`config.mk`:
```
export PLATFORM = sky130hd
export DESIGN_NAME = pc_sequencer
export DESIGN_NICKNAME = d
export VERILOG_FILES = /design/src/rtl/pc_seq_pkg.sv /design/src/rtl/return_stack.sv /design/src/rtl/pc_sequencer.sv
export SDC_FILE = /design/constraint.sdc
export NUM_CORES = 1
export LEC_CHECK = 0
export ABC_AREA = 1
export CORE_MARGIN = 2
export CORE_UTILIZATION = 40
export CTS_BUF_LIST = sky130_fd_sc_hd__clkbuf_16
export CTS_CLUSTER_SIZE = 24
export DETAILED_ROUTE_END_ITERATION = 10
export PLACE_DENSITY = 0.64
export SLEW_MARGIN = 20
export SYNTH_ARGS = -nofsm -noshare
export SYNTH_HDL_FRONTEND = slang
export SYNTH_HIERARCHICAL = 1
export SYNTH_SLANG_ARGS = --single-unit
```
`constraint.sdc`:
```
create_clock -name clk -period 3.2 [get_ports clk]
set_input_delay 0.64 -clock clk [delete_from_list [all_inputs] [get_ports clk]]
set_output_delay 0.64 -clock clk [all_outputs]
set_load 0.01 [all_outputs]
```
`src/rtl/pc_seq_pkg.sv`:
```
// Shared encodings for the program-flow sequencer: flow ops and FSM states.
package pc_seq_pkg;

   localparam logic [2:0] OP_NEXT   = 3'd0;
   localparam logic [2:0] OP_JUMP   = 3'd1;
   localparam logic [2:0] OP_BRANCH = 3'd2;
   localparam logic [2:0] OP_CALL   = 3'd3;
   localparam logic [2:0] OP_RET    = 3'd4;
   localparam logic [2:0] OP_RETI   = 3'd5;
   localparam logic [2:0] OP_HALT   = 3'd6;
   localparam logic [2:0] OP_NEXT7  = 3'd7;

   typedef enum logic [1:0] {
      ST_RUN   = 2'd0,
      ST_HALT  = 2'd1,
      ST_FAULT = 2'd2
   } state_t;

endpackage

```
`src/rtl/return_stack.sv`:
```
// LIFO return-address stack. Only the occupancy count is reset; entries keep
// stale contents, which is harmless because reads are qualified by depth.
module return_stack #(
   parameter int W     = 7,
   parameter int DEPTH = 4,
   parameter int DW    = $clog2(DEPTH + 1)
) (
   input  logic          clk,
   input  logic          reset,
   input  logic          push,
   input  logic          pop,
   input  logic [W-1:0]  din,
   output logic [W-1:0]  dout,
   output logic [DW-1:0] depth,
   output logic          full,
   output logic          empty
);

   localparam int AW = (DEPTH > 1) ? $clog2(DEPTH) : 1;

   logic [W-1:0]  mem [DEPTH];
   logic [DW-1:0] depth_q;
   logic [AW-1:0] wr_idx;
   logic [AW-1:0] top_idx;

   // Index of the next free slot and of the current top entry.
   always_comb begin
      wr_idx  = AW'(depth_q);
      top_idx = AW'(depth_q - DW'(1));
   end

   // Occupancy counter; push and pop are never requested together.
   always_ff @(posedge clk) begin
      if (reset) begin
         depth_q <= '0;
      end else if (push && !full) begin
         depth_q <= depth_q + DW'(1);
      end else if (pop && !empty) begin
         depth_q <= depth_q - DW'(1);
      end
   end

   // Entry storage, intentionally without reset.
   always_ff @(posedge clk) begin
      if (push && !full && !reset) begin
         mem[wr_idx] <= din;
      end
   end

   // Status and top-of-stack view.
   always_comb begin
      full  = (depth_q == DW'(DEPTH));
      empty = (depth_q == '0);
      depth = depth_q;
      dout  = empty ? '0 : mem[top_idx];
   end

endmodule

```
`src/rtl/pc_sequencer.sv`:
```
// Program-flow unit: registered PC with jump/branch/call/return, a hardware
// return stack, halt, one level-sensitive interrupt and a sticky fault state.
//
// state    | meaning
// ---------+---------------------------------------------------------------
// ST_RUN   | executing flow ops; irq may be accepted
// ST_HALT  | pc/stack/ie frozen, ops ignored; left only by accepted irq
// ST_FAULT | stack overflow/underflow seen; frozen until reset
module pc_sequencer
   import pc_seq_pkg::*;
#(
   parameter int              PC_W       = 7,
   parameter int              DEPTH      = 4,
   parameter logic [PC_W-1:0] RESET_PC   = '0,
   parameter logic [PC_W-1:0] IRQ_VECTOR = 7'h70
) (
   input  logic                       clk,
   input  logic                       reset,
   input  logic                       stall,
   input  logic [2:0]                 op,
   input  logic                       cond,
   input  logic [PC_W-1:0]            target,
   input  logic                       irq,
   output logic                       irq_ack,
   output logic [PC_W-1:0]            pc,
   output logic [$clog2(DEPTH+1)-1:0] depth,
   output logic                       ie,
   output logic                       halted,
   output logic                       fault
);

   localparam int DW = $clog2(DEPTH + 1);

   state_t          state_q, state_d;
   logic [PC_W-1:0] pc_q, pc_d, pc_inc;
   logic            ie_q, ie_d;
   logic            push, pop, accept;
   logic [PC_W-1:0] push_data, stk_dout;
   logic            stk_full, stk_empty;
   logic [DW-1:0]   stk_depth;

   return_stack #(
      .W     (PC_W),
      .DEPTH (DEPTH),
      .DW    (DW)
   ) u_stack (
      .clk   (clk),
      .reset (reset),
      .push  (push && !reset),
      .pop   (pop && !reset),
      .din   (push_data),
      .dout  (stk_dout),
      .depth (stk_depth),
      .full  (stk_full),
      .empty (stk_empty)
   );

   // Interrupt arbitration: accepted only with room to save the resume address.
   always_comb begin
      pc_inc = pc_q + PC_W'(1);
      accept = irq && ie_q && !stall && !reset && !stk_full &&
               (state_q == ST_RUN || state_q == ST_HALT);
   end

   // Next-state, next-pc and stack control; an accepted irq discards op.
   always_comb begin
      state_d   = state_q;
      pc_d      = pc_q;
      ie_d      = ie_q;
      push      = 1'b0;
      pop       = 1'b0;
      push_data = pc_inc;
      if (accept) begin
         push      = 1'b1;
         push_data = pc_q;
         pc_d      = IRQ_VECTOR;
         ie_d      = 1'b0;
         state_d   = ST_RUN;
      end else if (!stall && state_q == ST_RUN) begin
         case (op)
            OP_JUMP:   pc_d = target;
            OP_BRANCH: pc_d = cond ? target : pc_inc;
            OP_CALL: begin
               if (stk_full) begin
                  state_d = ST_FAULT;
               end else begin
                  push = 1'b1;
                  pc_d = target;
               end
            end
            OP_RET, OP_RETI: begin
               if (stk_empty) begin
                  state_d = ST_FAULT;
               end else begin
                  pop  = 1'b1;
                  pc_d = stk_dout;
                  if (op == OP_RETI) ie_d = 1'b1;
               end
            end
            OP_HALT: begin
               pc_d    = pc_inc;
               state_d = ST_HALT;
            end
            OP_NEXT, OP_NEXT7: pc_d = pc_inc;
            default:           pc_d = pc_inc;
         endcase
      end
   end

   // State, pc and interrupt-enable registers.
   always_ff @(posedge clk) begin
      if (reset) begin
         state_q <= ST_RUN;
         pc_q    <= RESET_PC;
         ie_q    <= 1'b1;
      end else begin
         state_q <= state_d;
         pc_q    <= pc_d;
         ie_q    <= ie_d;
      end
   end

   // Output view.
   always_comb begin
      irq_ack = accept;
      pc      = pc_q;
      depth   = stk_depth;
      ie      = ie_q;
      halted  = (state_q == ST_HALT);
      fault   = (state_q == ST_FAULT);
   end

endmodule

```
==> results of run 1 <==
[critical path, delay by kind of cell]
family / cells / cell delay [ns]
and+or+nand+nor: 1 / 0.12
buffers and inverters: 4 / 1.41
[stage by stage]
stage / std cells / worst slack [ns] / util (%) / hold WS, ns / instance area [µm²]
finish: 379 / 0.385 / 50.8 / 0.490 / 2770
global route: 379 / 0.257 / 50.8 / 0.512 / 2770
CTS: 379 / 0.385 / 50.8 / 0.496 / 2770
detailed placement: 371 / 0.372 / 47.8 / 0.487 / 2600
global placement: 371 / 0.407 / 47.8 / 0.476 / 2600
floorplan: 270 / 0.401 / - / 0.455 / 2230
[layer usage]
layer	global-route usage, %	wire length [µm]
met4	7.37	83
met1	23.0	2370
met5	0	0
met2	27.7	2280
met3	3.45	267
[power groups by stage]
stage,Sequential (W),Clock [W],Combinational (W)
2_1_floorplan,0.000626,0,0.000143
3_3_place_gp,0.000624,0,0.000237
3_5_place_dp,0.000623,0,0.000236
4_1_cts,0.000612,0.000570,0.000238
5_1_grt,0.000615,0.000593,0.000264
6_report,0.000612,0.000559,0.000236
[worst paths after layout]
| kind | slack (ns) | end |
|---|---|---|
| hold reg to reg | 0.49 | state_q[0]$_SDFFE_PP0P_ |
| setup / recovery | 0.39 | irq_ack |
| hold / removal | 0.49 | state_q[0]$_SDFFE_PP0P_ |
| setup reg to reg | 0.70 | u_stack/mem[1][6]$_DFFE_PP_ |
[cell families after synthesis]
group           count (synthesis)
xor+xnor                        2
fa+ha+maj                       7
simple gates                  128
flops                          41
buf+inv                        35
compound gates                 57
[layout make-up]
cell class              count  area share, %
flip-flops and latches     41           39.8
multi-input cells         194           34.9
repair buffers             35           12.0
clock buffers               5           4.52
inverters                  29           3.94
well taps                  72           3.26
clock inverters             3           1.49
[flip-flops by register name (all words and copies together), names as in the netlist]
| name | cells |
|---|---|
| ie | 1 |
| pc | 7 |
| u_stack/mem | 28 |
| u_stack/depth | 3 |
| state_q | 2 |
[cells in the final DEF (no fill, tap or decap), drive strengths merged, types with 2 or more instances in the layout]
cell           instances
nand4                  3
buf                    7
edfxtp                28
nand2                 54
nor2                  48
inv                   29
ha                     7
o21ai                 27
xor2                   2
nand3                 21
clkdlybuf4s50         28
dfxtp                 13
a21oi                 25
a31oi                  2
clkbuf                 5
==> results.md, run 1 <==
- Register area: 0.00110 mm²
- Origin of the critical flop-to-flop path: u_stack/depth[0]$_SDFFE_PP0P_
- Std-Cell Rows: 27
- Antenna violations before repair: 0
- Core area: 0.00544 mm²
- Slowest CP cell: clkdlybuf4s50_1
- Crit path cell chain: clkdlybuf4s50_1 -> inv_2 -> nand4_1 -> inv_1 -> clkdlybuf4s50_1
- Worst Setup End Kind: primary output
- Clock slew at reported path FFs: 0.06 ns
- Critical Path Start: reset
- Final period util: 88.0%
- Compound-Gate Fraction of Synth Area: 13.4%
- Hpwl dp: 3.85 mm
- Worst stage delay on the critical path: 0.58 ns
- Top FF cell, synth: edfxtp_1
- CTS root buf: clkbuf_16
- Initial drt markers: 183
- Slew margin rel.: 56.4%
- Fmax: 0.355 GHz
- Synth cell types: 26
- Setup_tns: 0 ns
- Sequential-to-total area share from yosys stat: 49.4%
- Cell taking the most area after synthesis: edfxtp_1
- EDFF count, synth: 28
- Hold_sp: state_q[0]$_SDFFE_PP0P_
- Clk buf depth: 2
- Top post-synthesis cells by area: edfxtp_1 38%, dfxtp_1 12%, nand2_1 8.4%
- Total Die Area: 0.00618 mm²
- Multiplexer area fraction after synthesis: 0%
- CP required: 2.56 ns
- Area occupied by multi-input gates: 966 µm²
- Most frequent cell after synthesis: nand2_1
- Via Count: 1861
- #FFs+latches synth: 41
- Clock latency on the worst-skew pair: 0.28 ns
- Net Sw Frac: 25.1%
- Comb power frac: 16.8%
- HP Class: reg -> reg
- DIE HEIGHT: 78.6 µm
- Sw Pwr: 0.000354 W
- Initial core utilization: 40.9%
- Post-CTS Hold Buffers: 0
- Via-to-Cell Ratio: 4.91
- R2R cell count: 13
- Commonest cells post-synth: 50 x nand2_1, 42 x nor2_1, 28 x edfxtp_1
- P_int: 0.00105 W
- Largest family of logic cells by synthesized area: simple AND/OR/NAND/NOR gates
- PortBufs: 28
- Total track usage: 17.4%
- Syn Inst Count: 270
- Max-slew violations: 0
- Async S/R FF share, synth: 0%
- Syn Nets: 292
- Number of global-route vias before repair: 1721
- Most Frequent Cell on Critical Path: clkdlybuf4s50_1
- Global-route wire length before repair: 8.09 mm
- Measured slew at the worst slew-check pin: 0.647 ns
- Global route overflow: 0
- I/O pin count: 29
- Maximum vdd ir drop: 234 µV
- Synth Area in XOR/XNOR: 0.787%
- Crit Path Max Fanout: 6
- Nets: 328
- H-tree levels: 2
- Clk_skew: 0.00444 ns
- Post-synthesis simple-gate area fraction: 25.2%
- Hold path cells: 2
- Cell area after synthesis: 0.00223 mm²
- Worst setup path class: in -> out
- Routability cong.: 0.785
- Leak: 1.09 nW
- CTS tree: built
- Share of cells above drive strength 1: 12.1%
- Post_cts resized: 0
- Fillers: 518
- N_diodes: 0
- DRT Wirelength: 4.99 mm
- CTS Buf Count: 5
- Startpoint type of the worst setup path: primary input
- Min cycle time layout: 2.81 ns
- Synth top area share: 37.8%
- Remaining DRCs: 0
- Area grow syn2layout: 24.2%
- Pwr/cell area: 509 mW/mm²
- Largest net degree at the start of global routing: 20
- Mapped Avg Cell Area: 8.25 µm²
- Routed length per instance: 13.2 µm
- Total of max-cap violations: 0
- Post-route ant nets: 0
- WP data arrival: 2.17 ns
- Final-report setup violation count: 0
- Outcome: finished, final reports clean
- Total setup buffers inserted after CTS: 0
- RSZ-0062 raised after global routing: false
- Total power: 0.00141 W
- Adder-cell share of the synthesized area: 3.93%
- Clock share of power: 39.7%
- Clock Sink Count: 41
- Synth warnings: 6
- Die width: 78.6 µm
- Seq pwr share: 43.5%
- Drt pass-1 iters: 4
- Fin. Hold Viols: 0
(Power assumes the default switching activity.)
==> inputs of run 2 (changes only) <==
--- a/config.mk
+++ b/config.mk
@@ -6,12 +6,16 @@
 export NUM_CORES = 1
 export LEC_CHECK = 0
 export ABC_AREA = 1
+export CELL_PAD_IN_SITES_DETAIL_PLACEMENT = 1
+export CELL_PAD_IN_SITES_GLOBAL_PLACEMENT = 1
+export CORE_ASPECT_RATIO = 0.9
 export CORE_MARGIN = 2
 export CORE_UTILIZATION = 40
 export CTS_BUF_LIST = sky130_fd_sc_hd__clkbuf_16
 export CTS_CLUSTER_SIZE = 24
 export DETAILED_ROUTE_END_ITERATION = 10
-export PLACE_DENSITY = 0.64
+export GPL_ROUTABILITY_DRIVEN = 1
+export PLACE_DENSITY = 0.81
 export SLEW_MARGIN = 20
 export SYNTH_ARGS = -nofsm -noshare
 export SYNTH_HDL_FRONTEND = slang
==> run 2 against run 1 <==
Compared with the run above: largest power group is now the clock network; flip-flop and latch count is the same; utilization grew 1.8 points; count of clock-buffer cells in the layout is the same.
==> results.md, run 2 (synthesized netlist as in run 1, its figures left out) <==
- Outcome: finished, final reports clean
- Number of global-route vias before repair: 1982 (+15%)
- Post_cts resized: 0 (unchanged)
- Post-CTS Hold Buffers: 0 (unchanged)
- Crit Path Max Fanout: 19 (+13)
- Global route overflow: 0 (unchanged)
- Via Count: 1979 (+6.3%)
- Final period util: 93.0% (+5.0 points)
- Nets: 330 (+0.61%)
- PortBufs: 28 (unchanged)
- Area grow syn2layout: 25.8%
- Final-report setup violation count: 0 (unchanged)
- Total of max-cap violations: 0 (unchanged)
- Via-to-Cell Ratio: 5.26 (+7.2%)
- CP required: 2.56 ns (about the same)
- Leading cell type in the layout, fill and taps excluded: nand2_1
- Clock slew at reported path FFs: 0.06 ns (about the same)
- Antenna violations before repair: 0 (unchanged)
- Largest net degree at the start of global routing: 20 (unchanged)
- Total track usage: 21.5% (+4.1 points)
- Register with the most flip-flops: u_stack/mem
- Most frequent cells in the layout: 50 x nand2_1, 42 x nor2_1, 28 x clkdlybuf4s50_1, 28 x edfxtp_1, 25 x a21oi_1
- Pwr/cell area: 543 mW/mm² (+6.7%)
- Post-route ant nets: 0 (unchanged)
- Die width: 82.7 µm (+5.1%)
- WP data arrival: 2.33 ns (+0.16 ns)
- CTS Buf Count: 5 (unchanged)
- Maximum vdd ir drop: 272 µV (+16%)
- DRT Wirelength: 6.15 mm (+23%)
- Clock latency on the worst-skew pair: 0.28 ns (about the same)
- Routability cong.: 0.843 (+7.4%)
- Measured slew at the worst slew-check pin: 0.697 ns (+0.0502 ns)
- HP Class: reg -> reg
- Worst setup path class: reg -> out
- Clock Sink Count: 41 (unchanged)
- H-tree levels: 2 (unchanged)
- Std-Cell Rows: 25 (-7.4%)
- Max-slew violations: 0 (unchanged)
- Worst Setup End Kind: primary output
- DIE HEIGHT: 74.8 µm (-4.9%)
- Initial drt markers: 69 (-62%)
- RSZ-0062 raised after global routing: false
- I/O pin count: 29 (unchanged)
- Leak: 1.11 nW (+2.5%)
- Startpoint type of the worst setup path: flop
- Drt pass-1 iters: 4 (unchanged)
- Clk buf depth: 2 (unchanged)
- Min cycle time layout: 2.97 ns (+0.160 ns)
- Fmax: 0.336 GHz (-5.4%)
- Final Hold Slack: 0.488 ns (-0.00218 ns)
- Fin. Hold Viols: 0 (unchanged)
- Share of cells above drive strength 1: 12.9% (+0.89 points)
- Hpwl dp: 4.64 mm (+21%)
- Remaining DRCs: 0 (unchanged)
- Total setup buffers inserted after CTS: 0 (unchanged)
- Initial core utilization: 41.9% (+0.93 points)
- CTS root buf: clkbuf_16
- Routed length per instance: 16.3 µm (+24%)
- N_diodes: 0 (unchanged)
- Global-route wire length before repair: 9.73 mm (+20%)
- CTS tree: built
- Slew margin rel.: 53.1% (-3.4 points)
- Total Die Area: 0.00618 mm² (about the same)
- Max reg flops: 28 (unchanged)
- Core area: 0.00532 mm² (-2.2%)
- Setup_tns: 0 ns (unchanged)
- Clk_skew: 0.00447 ns (+0.0000226 ns)
-- run 2: final cells by class --
cell class / count / area (µm²)
Multi-Input combinational cell: 194 / 966
Clock inverter: 3 / 68.8
Fill cell: 656 / 2520
Sequential cell: 41 / 1100
Timing Repair Buffer: 37 / 348
Clock buffer: 5 / 125
Inverter: 29 / 109
Tap cell: 67 / 83.8
-- run 2: critical path, stage by stage, from the launching register on --
cell             delay, ns
dfxtp_1               0.35
inv_2                 0.15
ha_1                  0.28
nand2_1               0.11
inv_1                 0.08
nor2_1                0.10
nand4_1               0.27
inv_1                 0.16
clkdlybuf4s50_1       0.55
-- run 2: where the power goes --
part           internal [W]  switching [W]
sequential         0.000593      0.0000202
combinational     0.0000971       0.000153
clock              0.000450       0.000209
-- run 2: path summary, 6_finish.rpt --
path	slack, ns	start	cells after the start	to
worst min-delay path	0.49	state_q[0]$_SDFFE_PP0P_	2	state_q[0]$_SDFFE_PP0P_
worst max register to register	0.48	u_stack/depth[0]$_SDFFE_PP0P_	12	u_stack/mem[0][3]$_DFFE_PP_
worst min register to register	0.49	state_q[0]$_SDFFE_PP0P_	2	state_q[0]$_SDFFE_PP0P_
worst max-delay path	0.23	u_stack/depth[0]$_SDFFE_PP0P_	8	irq_ack
-- run 2: per-layer routing --
layer  share of wire, %  track usage, %  vias to the layer above  routed length, µm
li1                   -               -                      978                  -
met5                  0               0                        -                  0
met1                 48            28.1                      957               2920
met2                 49            37.5                       35               3010
met4                1.3            6.19                        0                 78
met3                2.2            2.88                        9                133
-- run 2: stage by stage --
stage	cell area [µm²]	total power [W]	instances	worst slack, ns	util [%]
floorplan	2230	0.000768	270	0.401	-
global placement	2610	0.000866	368	0.324	49.0
detailed placement	2610	0.000872	368	0.273	49.0
CTS	2800	0.00153	376	0.221	52.7
global route	2800	0.00158	376	0.0496	52.7
finish	2800	0.00152	376	0.226	52.7
